File: src/rtl/fsm_send_frame.sv
// Frame sender: captures the averager result, then streams an optional start code
// and the result bytes LSB-first to the UART TX, pacing each byte by a minimum gap.
module fsm_send_frame #(
  parameter int          NBYTES     = 2,
  parameter int          GAP_CYCLES = 100,
  parameter int          TIMER_W    = 16,
  parameter int          USE_START  = 0,
  parameter logic [7:0]  START_CODE = 8'hA5,
  parameter int          USE_BUSY   = 1,
  localparam int         IDX_W      = $clog2(NBYTES + 2)
) (
  input  logic                  clk,
  input  logic                  reset,
  input  logic                  en_send,
  input  logic                  sum_ready,
  input  logic [8*NBYTES-1:0]   sum_data,
  input  logic                  tx_busy,
  output logic                  sum_en,
  output logic                  tx_send,
  output logic [7:0]            tx_data,
  output logic [IDX_W-1:0]      byte_idx,
  output logic                  frame_done
);

  localparam int                 L    = NBYTES + USE_START;
  localparam logic [IDX_W-1:0]   LAST = IDX_W'(L - 1);
  localparam logic [TIMER_W-1:0] GAP  = TIMER_W'(GAP_CYCLES);
  localparam logic [TIMER_W-1:0] TMAX = '1;

  localparam logic [2:0] S_IDLE      = 3'd0;
  localparam logic [2:0] S_WAIT_SUM  = 3'd1;
  localparam logic [2:0] S_SEND      = 3'd2;
  localparam logic [2:0] S_WAIT_BYTE = 3'd3;

  logic [2:0]          state_q, state_d;
  logic [TIMER_W-1:0]  timer_q;
  logic [IDX_W-1:0]    slot_q;
  logic [8*NBYTES-1:0] shadow_q;
  logic [7:0]          tx_data_q;
  logic                gap_done;
  logic                last_slot;

  // Slot 0 carries the start code when enabled; remaining slots map onto result bytes.
  function automatic logic [7:0] slot_byte(input logic [8*NBYTES-1:0] sh,
                                           input logic [IDX_W-1:0]    s);
    logic [7:0] b;
    b = START_CODE;
    for (int i = 0; i < NBYTES; i++) begin
      if (int'(s) - USE_START == i) b = sh[8*i +: 8];
    end
    return b;
  endfunction

  assign gap_done  = (timer_q >= GAP) && ((USE_BUSY == 0) || !tx_busy);
  assign last_slot = (slot_q == LAST);

  always_comb begin
    state_d = state_q;
    case (state_q)
      S_IDLE:      if (en_send) state_d = S_WAIT_SUM;
      S_WAIT_SUM: begin
        if (sum_ready)     state_d = S_SEND;
        else if (!en_send) state_d = S_IDLE;
      end
      S_SEND:      state_d = S_WAIT_BYTE;
      S_WAIT_BYTE: begin
        if (gap_done) begin
          if (!last_slot)   state_d = S_SEND;
          else if (en_send) state_d = S_WAIT_SUM;
          else              state_d = S_IDLE;
        end
      end
      default:     state_d = S_IDLE;
    endcase
  end

  assign sum_en     = (state_q == S_WAIT_SUM);
  assign tx_send    = (state_q == S_SEND);
  assign frame_done = (state_q == S_WAIT_BYTE) && gap_done && last_slot;
  assign tx_data    = tx_data_q;
  assign byte_idx   = slot_q;

  always_ff @(posedge clk or negedge reset) begin
    if (!reset) begin
      state_q   <= S_IDLE;
      timer_q   <= '0;
      slot_q    <= '0;
      shadow_q  <= '0;
      tx_data_q <= '0;
    end else begin
      state_q <= state_d;
      // Gap timer only counts while parked in WAIT_BYTE and saturates instead of wrapping.
      if ((state_d != state_q) || (state_q != S_WAIT_BYTE)) timer_q <= '0;
      else if (timer_q != TMAX)                               timer_q <= timer_q + 1'b1;
      if ((state_q == S_WAIT_SUM) && sum_ready) begin
        shadow_q  <= sum_data;
        slot_q    <= '0;
        tx_data_q <= slot_byte(sum_data, '0);
      end else if ((state_q == S_WAIT_BYTE) && gap_done && !last_slot) begin
        slot_q    <= slot_q + 1'b1;
        tx_data_q <= slot_byte(shadow_q, slot_q + 1'b1);
      end
    end
  end

endmodule

File: config.mk
export PLATFORM = sky130hd
export DESIGN_NAME = fsm_send_frame
export DESIGN_NICKNAME = d
export VERILOG_FILES = /design/src/rtl/fsm_send_frame.sv
export SDC_FILE = /design/constraint.sdc
export NUM_CORES = 1
export LEC_CHECK = 0
export ABC_AREA = 0
export CAP_MARGIN = 20
export CORE_UTILIZATION = 40
export DETAILED_ROUTE_END_ITERATION = 6
export PLACE_DENSITY_LB_ADDON = 0.15
export SETUP_SLACK_MARGIN = 0.1
export SYNTH_ARGS = -nofsm -noshare
export SYNTH_HDL_FRONTEND = slang
export SYNTH_SLANG_ARGS = --single-unit
File: constraint.sdc
create_clock -name clk -period 2.37 [get_ports clk]
set_clock_uncertainty 0.05 [all_clocks]
set_input_delay 0.3555 -clock clk [delete_from_list [all_inputs] [get_ports clk]]
set_output_delay 0.3555 -clock clk [all_outputs]
set_load 0.005 [all_outputs]
Yosys cells after proc, flatten, opt, wreduce, memory -nomap -nowiden
Cells that the tools add are included.
{"block": "classes", "eq_ne": 8, "mux": 15, "reduce_logical": 12, "n_lt_le_gt_ge": 1, "add_sub_neg": 2}
{"operator": "32-bit logical NOT", "count": 1}
{"operator": "16-bit 2-to-1 mux", "count": 2}
{"operator": "8-bit 2-to-1 mux", "count": 4}
{"operator": "16-bit by 1-bit adder with 16-bit output (second input constant)", "count": 1}
{"operator": "16-bit by 7-bit greater-or-equal comparator with 1-bit output (second input constant)", "count": 1}
{"operator": "16-bit inequality test (second input constant)", "count": 1}
{"operator": "3-bit 2-to-1 mux", "count": 4}
{"operator": "3-bit one-hot mux with 4 select lines", "count": 1}
{"operator": "3-bit by 2-bit equality test with 1-bit output (second input constant)", "count": 2}
{"operator": "2-bit 2-to-1 mux", "count": 3}
{"operator": "1-bit logical AND", "count": 5}
{"operator": "2-bit nonzero test", "count": 2}
{"operator": "3-bit by 1-bit equality test with 1-bit output (second input constant)", "count": 1}
{"operator": "3-bit logical NOT", "count": 1}
{"operator": "3-bit by 2-bit inequality test with 1-bit output (second input constant)", "count": 1}
{"operator": "3-bit inequality test", "count": 1}
{"operator": "2-bit by 1-bit adder with 2-bit output (second input constant)", "count": 1}
{"operator": "2-bit by 1-bit equality test with 1-bit output (second input constant)", "count": 1}
{"operator": "2-bit equality test (second input constant)", "count": 1}
{"operator": "1-bit logical NOT", "count": 2}
{"operator": "1-bit logical OR", "count": 1}
{"operator": "1-bit 2-to-1 mux", "count": 1}
{"block": "totals", "inputBits": 21, "word_cells": 43, "out_inout_bits": 13, "reg_bits": 45}

Depth between registers and ports, before layout
Gate-level depths: netlist of run 1.
{"block": "logic_depth", "depth_word": 7, "ltp_mapped": 8, "ltp_nobuf": 7}

Worst setup path before layout of run 1
OpenSTA, ideal clock, no wires.
{"block": "synth_timing", "path_type": "register to register", "startpoint": "register timer_q[0]", "endpoint": "register timer_q[14]", "required_time_ns": 2.221, "setup_ns": 0.099, "path_slack_ns": 0.606, "path_stages_with_launch": 7, "n_path_buf": 1, "arrival_time_ns": 1.614, "path_cell_list": "dfrtp_1 ha_1 buf_2 nand4_1 nor4_1 a21oi_1 a311oi_1"}
{"block": "synth_between", "elab_chain_len": 7, "elab_cells_between_ends": 11, "cone_classes": "add/sub (1); order compare (1); eq/ne (2); mux (4); reduce/logical (3)"}
{"item": "start: declaration", "line": "36", "rtl": "logic [TIMER_W-1:0] timer_q;"}
{"item": "start signal: assignment", "line": "94", "rtl": "else if (timer_q != TMAX) timer_q <= timer_q + 1'b1;"}
{"item": "16-bit by 7-bit greater-or-equal comparator with 1-bit output", "line": "54", "rtl": "assign gap_done = (timer_q >= GAP) && ((USE_BUSY == 0) || !tx_busy);"}
{"item": "1-bit logical AND", "line": "54"}
{"item": "3-bit 2-to-1 mux", "line": "67", "rtl": "if (gap_done) begin"}
{"item": "3-bit one-hot mux with 4 select lines", "line": "59", "rtl": "case (state_q)"}
{"item": "3-bit inequality test", "line": "93", "rtl": "if ((state_d != state_q) || (state_q != S_WAIT_BYTE)) timer_q <= '0;"}
{"item": "1-bit logical OR", "line": "93"}
{"item": "16-bit 2-to-1 mux or 2-bit nonzero test (tied branches)"}
Several ways; a longest one is shown, not always the timed one. The select of a mux whose other input is x is not followed.
A chain may end at the register's enable or synchronous reset.

Worst setup path in the final report of run 1
{"block": "layout_timing", "startpoint": "register timer_q[2]", "endpoint": "output port frame_done"}
{"block": "layout_between", "elab_chain_len": 4}
{"item": "16-bit by 7-bit greater-or-equal comparator with 1-bit output", "line": "54"}
{"item": "1-bit logical AND", "line": "54"}
{"item": "1-bit logical AND (2 in series)", "line": "79", "rtl": "assign frame_done = (state_q == S_WAIT_BYTE) && gap_done && last_slot;"}
{"item": "end: declaration", "line": "22", "rtl": "output logic frame_done"}
Every way passes these cells.

==> results.yml, run 1 <==
logic_synthesis:
  synth_area_um2: 2200
  synth_enable_flop_cells: 0
  synth.area.top_cells: "dfrtp_1 51%, nand2_1 11%, nand3_1 3.4%"
  syn_nets: 270
  async_flop_share: 1.00
  ys_seq_area_frac: 0.511
  postSynthCellCount: 244
  avgSynthCellArea_um2: 9.03
  yosysTopAreaCellShare: 0.511
  synth_ff_type: "dfrtp_1"
  yosys_warnings: 0
  yosys.area.top_type: "dfrtp_1"
  synth.distinct_cells: 40
  ys_seq_elements: 45
detailed_routing:
  wirelength_um: 4520
  viasPerCell: 5.11
  wl_per_cell_um: 12.8
  vias: 1810
  ant_nets: 0
  dr.pass1.iters: 4
  dr_wl_met3_um: 194
  wl_met2_um: 1960
  drcViolationCount: 0
  routed.top_layer: "met4"
  met1Wirelength_um: 2330
  drt-initial-drc-count: 77
pwr:
  swShare: 0.260
  ir_drop_v: 0.000298
  p_int_mw: 1.26
  powerDensity_nw_per_um2: 617
  p_comb_frac: 0.166
  p_total_mw: 1.70
  pwr-share-seq: 0.562
  power_frac_clock: 0.272
  power.leakage_nw: 1.16
  p_sw_mw: 0.441
place:
  pre_cts_slack_ns: 0.257
  gp_congestion: 0.761
  placed_area_um2: 2610
  port_buffers: 33
  dp_hpwl_um: 3090
global_routing:
  grt_pass1_vias: 1613
  grt_pass1_wl_um: 7600
  overflow: 0
  grt_start_max_net_pins: 46
  grt_usage: 0.165
  grt_antenna_before_repair: 0
final_layout:
  nets: 309
  diodes: 0
  area_growth_pct: 24.9
  layout.cells.most_common: "nand2_1"
  mostFrequentLayoutCells: "64 x nand2_1, 42 x dfrtp_1, 32 x clkdlybuf4s50_1"
  final_layout_size_suffix_gt1_frac: 0.0915
  final_area_um2: 2750
critical_path:
  end_kind: "output pin"
  cp_max_fo: 6
  path_class: "register to output pin"
  start_kind: "register"
  required_ns: 1.96
  regToRegSetupSlack_ns: 0.23
  arrival_ns: 1.79
clocking:
  cts_buffer_depth: 2
  cts-root-buf: "clkbuf_8"
  clock_latency_ns: 0.29
  cts_buffers: 5
  cts.reportedPaths.clkPinSlew_ns: 0.08
  cts.sinks: 45
  htreeDepth: 2
  cts_tree: "yes"
  ctsHoldBuffers: 0
timing:
  setup_viol: 0
  fin_tns_setup_ns: 0
  setup_ws_ns: 0.171
  max-slew-margin-rel: 0.544
  final-max-slew-violation-count: 0
  tightestPinTransition_ns: 0.683
  min_period_ns: 2.20
  hold_slack_ns: 0.0759
  finalCritPeriodShare: 0.928
  rsz0062_at_grt: "no"
  max_freq_ghz: 0.455
  hold_violations: 0
min_path:
  min_path_type: "input port to asynchronous set/reset pin"
die:
  core_um2: 5200
  num_rows: 26
  die_w_um: 76.2
  fp.dieH_um: 76.2
  start_util: 0.423
  dieArea_um2: 5810
  pin_count: 34
job:
  drv_cap: 0
status:
  outcome: "finished clean"
## path summary, 6_finish.rpt
check                                to    startpoint  cells past startpoint
max in group asynchronous    timer_q[7]         reset                      2
min reg2reg                shadow_q[14]  shadow_q[14]                      2
max reg2reg                 timer_q[14]    timer_q[2]                      6
min                          timer_q[1]         reset                      2
min in group clk           shadow_q[14]  shadow_q[14]                      2
max                          frame_done    timer_q[2]                      5
## repair_timing
action / CTS / global route
gates resized for setup: 1 / 6
pin swaps: 1 / 4
endpoints found under the setup margin: 1 / 1
cloned: 0 / 0
setup buffers: 1 / 1
## layer usage
metal	global-route usage	up-vias
met5	0	-
met3	0.0395	2
li1	-	915
met2	0.250	42
met4	0.0519	0
met1	0.233	851
## power groups by stage
| stage | combinational, mW | sequential (mW) | clock [mW] |
|---|---|---|---|
| 6_report | 0.282 | 0.954 | 0.463 |
| 5_1_grt | 0.320 | 0.970 | 0.517 |
| 4_1_cts | 0.287 | 0.954 | 0.481 |
| 3_5_place_dp | 0.285 | 0.969 | 0 |
| 3_3_place_gp | 0.279 | 0.968 | 0 |
| 2_1_floorplan | 0.124 | 0.961 | 0 |
## final cells by class
type,instances,area (um^2)
clock buffers,6,72.6
fillers,476,2450
flip-flops and latches,45,1130
repair buffers,40,378
inverters,8,30.0
well taps,70,87.6
multi-input cells,183,1040
clock inverters,2,15.0
## critical path, stage by stage (launching register included)
cell and delay [ns]:
dfrtp_2 0.46, o311ai_4 0.32, nand4_2 0.16, nand3_2 0.09, nor2_1 0.04, clkdlybuf4s50_1 0.44
## registers in the layout (all words and copies together), names as in the netlist
signal / cells
tx_data: 8
byte_idx: 2
timer_q: 16
state_q: 3
shadow_q: 16
## cell families after synthesis
group / count (synthesis) / share of synthesized area
and+or+nand+nor: 132 / 0.276
AOI/OAI and AO/OA: 35 / 0.110
xor gates and xnor gates: 9 / 0.0358
muxes: 1 / 0.00455
adders and majority gates: 5 / 0.0284
DFF: 45 / 0.511
buffers and inverters: 16 / 0.0318
other: 1 / 0.00170
## synthesized netlist by cell type, drive strengths merged (3+ instances only)
| library cell | n |
|---|---|
| a21oi | 9 |
| a221oi | 3 |
| and2 | 4 |
| clkbuf | 5 |
| nor2 | 21 |
| dfrtp | 45 |
| o221ai | 4 |
| nand4 | 6 |
| buf | 3 |
| o21ai | 5 |
| nand3 | 15 |
| a31oi | 4 |
| o31ai | 3 |
| ha | 5 |
| nor3 | 8 |
| xnor2 | 8 |
| nand2 | 65 |
| inv | 8 |
## metrics by stage
stage	cells	utilization
floorplan	244	-
global placement	344	0.502
detailed placement	344	0.502
CTS	353	0.522
global route	354	0.528
finish	354	0.528
Note: power is estimated with default switching activity, not from simulation.
==> inputs of run 2 (changes only) <==
--- a/config.mk
+++ b/config.mk
@@ -8,6 +8,7 @@
 export ABC_AREA = 0
 export CAP_MARGIN = 20
 export CORE_UTILIZATION = 40
+export CTS_BUF_LIST = sky130_fd_sc_hd__clkbuf_2 sky130_fd_sc_hd__clkbuf_4 sky130_fd_sc_hd__clkbuf_8
 export DETAILED_ROUTE_END_ITERATION = 6
 export PLACE_DENSITY_LB_ADDON = 0.15
 export SETUP_SLACK_MARGIN = 0.1
==> run 2 against run 1 <==
  * Combinational power about the same
  * Critical path type unchanged
  * Highest routed layer unchanged
  * Routed wire length is essentially flat
  * Global-route usage stayed put
  * Largest power group unchanged
  * Critical path depth unchanged
  * Cell area up 0.14%
  * Hold slack hardly changed
  * Sequential share of layout area down 0.056 points
  * Critical endpoint unchanged
==> results.yml, run 2 (synthesized netlist as in run 1, its figures left out) <==
final_layout:
  area_growth_pct: 25.1
  nets: 309
  diodes: 0
  layout.cells.most_common: "nand2_1"
  final_layout_size_suffix_gt1_frac: 0.0951
  mostFrequentLayoutCells: "64 x nand2_1, 42 x dfrtp_1, 32 x clkdlybuf4s50_1"
  final_area_um2: 2750
global_routing:
  grt_pass1_vias: 1613
  grt_start_max_net_pins: 46
  grt_usage: 0.165
  grt_pass1_wl_um: 7600
  grt_antenna_before_repair: 0
  overflow: 0
critical_path:
  start_kind: "register"
  required_ns: 1.96
  timing.rr.start: "timer_q[2]"
  regToRegSetupSlack_ns: 0.23
  path_class: "register to output pin"
  cp_top_family: "flip-flops"
  cp_max_fo: 6
  rr_worst_depth: 6
  path_cells: "o311ai_4 > nand4_2 > nand3_2 > nor2_1 > clkdlybuf4s50_1"
  rr_endpoint: "timer_q[14]"
  crit_slowest_cell: "dfrtp_2"
  end_kind: "output pin"
  worst_path_largest_cell_delay_ns: 0.46
  arrival_ns: 1.79
  critPathBufInv: 1
pwr:
  p_int_mw: 1.27
  swShare: 0.259
  pwr-share-seq: 0.557
  power.leakage_nw: 1.17
  ir_drop_v: 0.000299
  p_comb_frac: 0.164
  p_sw_mw: 0.443
  power_frac_clock: 0.278
  powerDensity_nw_per_um2: 621
clocking:
  cts.reportedPaths.clkPinSlew_ns: 0.08
  cts-root-buf: "clkbuf_8"
  htreeDepth: 2
  cts_tree: "yes"
  ctsHoldBuffers: 0
  cts.sinks: 45
  clock_latency_ns: 0.29
  cts_buffers: 5
  cts_buffer_depth: 2
timing:
  min_period_ns: 2.20
  max-slew-margin-rel: 0.539
  rsz0062_at_grt: "no"
  hold_violations: 0
  finalCritPeriodShare: 0.928
  setup_viol: 0
  tightestPinTransition_ns: 0.690
  fin_tns_setup_ns: 0
  max_freq_ghz: 0.455
  final-max-slew-violation-count: 0
die:
  pin_count: 34
  fp.dieH_um: 76.2
  die_w_um: 76.2
  start_util: 0.423
  num_rows: 26
  dieArea_um2: 5810
  core_um2: 5200
detailed_routing:
  dr.pass1.iters: 4
  wirelength_um: 4520
  drt-initial-drc-count: 74
  vias: 1823
  drcViolationCount: 0
  ant_nets: 0
  viasPerCell: 5.15
  wl_per_cell_um: 12.8
place:
  port_buffers: 33
  placed_area_um2: 2610
  gp_congestion: 0.761
  dp_hpwl_um: 3090
status:
  outcome: "finished clean"
min_path:
  min_path_type: "input port to asynchronous set/reset pin"
job:
  drv_cap: 0
==> run 2: cell counts in the layout (fill, tap and decap cells not counted) <==
Identical to the previous run, type by type.
==> run 2: per-layer routing <==
layer / track usage / up-vias / part of all wire / routed length (um)
met3: 0.0395 / 2 / 0.046 / 207
met2: 0.250 / 44 / 0.44 / 1970
met1: 0.233 / 861 / 0.51 / 2300
met5: 0 / - / 0 / 0
li1: - / 916 / - / -
met4: 0.0519 / 0 / 0.0084 / 38
==> run 2: timing repair <==
item,in CTS,in global routing
gates resized for setup,1,6
endpoints found under the setup margin,1,1
setup buffers,1,1
pin swaps,1,4
==> run 2: how the worst max path moves through the flow <==
stage                           from           to  slack, ns  cells past startpoint
after floorplan           timer_q[0]  timer_q[14]       0.61                      6
after global placement       en_send  timer_q[14]       0.33                      6
after detailed placement  timer_q[3]  timer_q[14]       0.26                      5
after CTS                 timer_q[3]   frame_done       0.12                      5
after global routing      timer_q[2]   frame_done       0.11                      5
final                     timer_q[2]   frame_done       0.17                      5
==> run 2: stage by stage <==
stage | instances | hold WS (ns) | total power [mW] | util | setup slack (ns)
2_1_floorplan | 244 | 0.00991 | 1.09 | - | 0.606
3_3_place_gp | 344 | 0.408 | 1.25 | 0.502 | 0.333
3_5_place_dp | 344 | 0.413 | 1.25 | 0.502 | 0.257
4_1_cts | 353 | 0.107 | 1.73 | 0.522 | 0.119
5_1_grt | 354 | 0.138 | 1.82 | 0.529 | 0.106
6_report | 354 | 0.0760 | 1.71 | 0.529 | 0.171
==> run 2: area by class of cell <==
class	instances	area (um^2)
Inverter	8	30.0
Sequential cell	45	1130
Multi-Input combinational cell	183	1040
Fill cell	475	2450
Clock buffer	6	76.3
Timing Repair Buffer	40	378
Tap cell	70	87.6
Clock inverter	2	15.0
==> run 2: power groups by stage <==
stage | registers [mW] | clock network [mW] | logic [mW]
6_report | 0.954 | 0.476 | 0.281
5_1_grt | 0.970 | 0.528 | 0.320
4_1_cts | 0.954 | 0.492 | 0.287
3_5_place_dp | 0.969 | 0 | 0.285
3_3_place_gp | 0.968 | 0 | 0.279
2_1_floorplan | 0.961 | 0 | 0.124
==> inputs of run 3 (changes only) <==
--- a/config.mk
+++ b/config.mk
@@ -7,6 +7,7 @@
 export LEC_CHECK = 0
 export ABC_AREA = 0
 export CAP_MARGIN = 20
+export CORE_ASPECT_RATIO = 1.25
 export CORE_UTILIZATION = 40
 export CTS_BUF_LIST = sky130_fd_sc_hd__clkbuf_2 sky130_fd_sc_hd__clkbuf_4 sky130_fd_sc_hd__clkbuf_8
 export DETAILED_ROUTE_END_ITERATION = 6
==> run 3 against run 2 <==
  * Combinational power rose by 2%
  * Count of clock-buffer cells in the layout is 1 lower
  * Utilization up 1.3 points
  * Critical endpoint unchanged
  * First-iteration DRC count increased by 32%
  * Highest routed layer unchanged
  * Clock power increased by 25%
  * Register-to-register slack gained 0.07 ns
  * Die area is essentially flat
  * Hold slack better by 0.35 ns
==> results.yml, run 3 (synthesized netlist as in run 1, its figures left out) <==
final_layout:
  nets: 314
  fillers: 494
  fin_cells: 351
  mostFrequentLayoutCells: "64 x nand2_1, 42 x dfrtp_1, 32 x clkdlybuf4s50_1"
  area_growth_pct: 27.8
  diodes: 0
  final_layout_size_suffix_gt1_frac: 0.104
  layout.cells.most_common: "nand2_1"
  fin_util: 0.543
critical_path:
  end_kind: "output pin"
  arrival_ns: 1.78
  path_class: "register to output pin"
  rr_worst_depth: 6
  cp_max_fo: 6
  start_kind: "register"
  required_ns: 1.96
place:
  gp_congestion: 0.826
  dp_hpwl_um: 3330
  dpl.cell_count: 338
  port_buffers: 33
  pre_cts_slack_ns: 0.260
global_routing:
  grt_antenna_before_repair: 0
  grt_start_max_net_pins: 22
  grt_pass1_wl_um: 8100
  grt_pass1_vias: 1745
  grt_usage: 0.183
  overflow: 0
detailed_routing:
  dr.pass1.iters: 4
  wirelength_um: 4780
  drt-initial-drc-count: 98
  viasPerCell: 5.19
  drcViolationCount: 0
  wl_per_cell_um: 13.6
  ant_nets: 0
  vias: 1820
timing:
  max_freq_ghz: 0.457
  setup_ws_ns: 0.180
  final-max-slew-violation-count: 0
  rsz0062_at_grt: "no"
  hold_violations: 0
  min_period_ns: 2.19
  finalCritPeriodShare: 0.924
  setup_viol: 0
  hold_slack_ns: 0.430
  fin_tns_setup_ns: 0
clocking:
  htreeDepth: 2
  cts_buffers: 5
  cts.reportedPaths.clkPinSlew_ns: 0.09
  cts_buffer_depth: 2
  cts-root-buf: "clkbuf_8"
  cts.sinks: 45
  cts_tree: "yes"
  clock_latency_ns: 0.30
job:
  drv_cap: 0
die:
  fp.dieH_um: 85.0
  start_util: 0.424
  dieArea_um2: 5810
  num_rows: 29
  core_um2: 5190
  pin_count: 34
  die_w_um: 68.4
pwr:
  powerDensity_nw_per_um2: 652
  power.leakage_nw: 1.21
  ir_drop_v: 0.000324
status:
  outcome: "finished clean"
min_path:
  hold_depth: 2
  min_path_type: "register to register"
==> run 3: cell count changes in the layout (fill, tap and decap cells not counted), sizes merged <==
| cell | delta |
|---|---|
| clkinvlp | -1 |
| clkinv | +1 |
| buf | +4 |
| bufinv | +1 |
| dlygate4sd3 | +1 |
| clkbuf | -1 |
==> run 3: metal layers <==
metal  part of all wire  vias to the layer above  global-route usage
met5                  0                        -                   0
met4             0.0065                        0              0.0568
met3              0.038                        4              0.0376
met2               0.50                       33               0.301
met1               0.45                      860               0.235
li1                   -                      923                   -
==> run 3: final timing paths <==
path	from	end	slack, ns
max reg2reg	timer_q[7]	timer_q[14]	0.30
min in group asynchronous	reset	shadow_q[9]	0.44
min reg2reg	shadow_q[6]	shadow_q[6]	0.43
min	shadow_q[6]	shadow_q[6]	0.43
max in group asynchronous	reset	shadow_q[11]	1.28
max	timer_q[7]	frame_done	0.18
==> run 3: cell type report <==
class                           count  area [um^2]  share of cell area
Clock buffer                        5         68.8              0.0244
Clock inverter                      3         46.3              0.0164
Inverter                            8         30.0              0.0107
Multi-Input combinational cell    183         1030               0.367
Sequential cell                    45         1130               0.401
Tap cell                           62         77.6              0.0276
Timing Repair Buffer               45          430               0.153
==> run 3: stage by stage <==
step                      power [mW]  cell area, um^2
after global routing            1.94             2820
after CTS                       1.86             2780
after global placement          1.25             2630
after detailed placement        1.26             2630
after floorplan                 1.09             2200
final                           1.84             2820
==> run 3: critical path, stage by stage (launching register included) <==
cell,delay (ns)
dfrtp_2,0.47
nor4_4,0.30
nand4_2,0.14
nand3_1,0.10
nor2_1,0.05
clkdlybuf4s50_1,0.44
==> run 3: what timing repair did <==
action,CTS,global route
hold buffers,1,0
endpoints found under the setup margin,1,1
buffers inserted,1,3
hold endpoints to repair,13,0
pin swaps,2,1
gates resized for setup,3,3
==> run 3: power by group <==
| part | internal (mW) | switching [mW] | total [mW] |
|---|---|---|---|
| combinational | 0.167 | 0.121 | 0.288 |
| clock | 0.316 | 0.278 | 0.593 |
| sequential | 0.887 | 0.0677 | 0.955 |
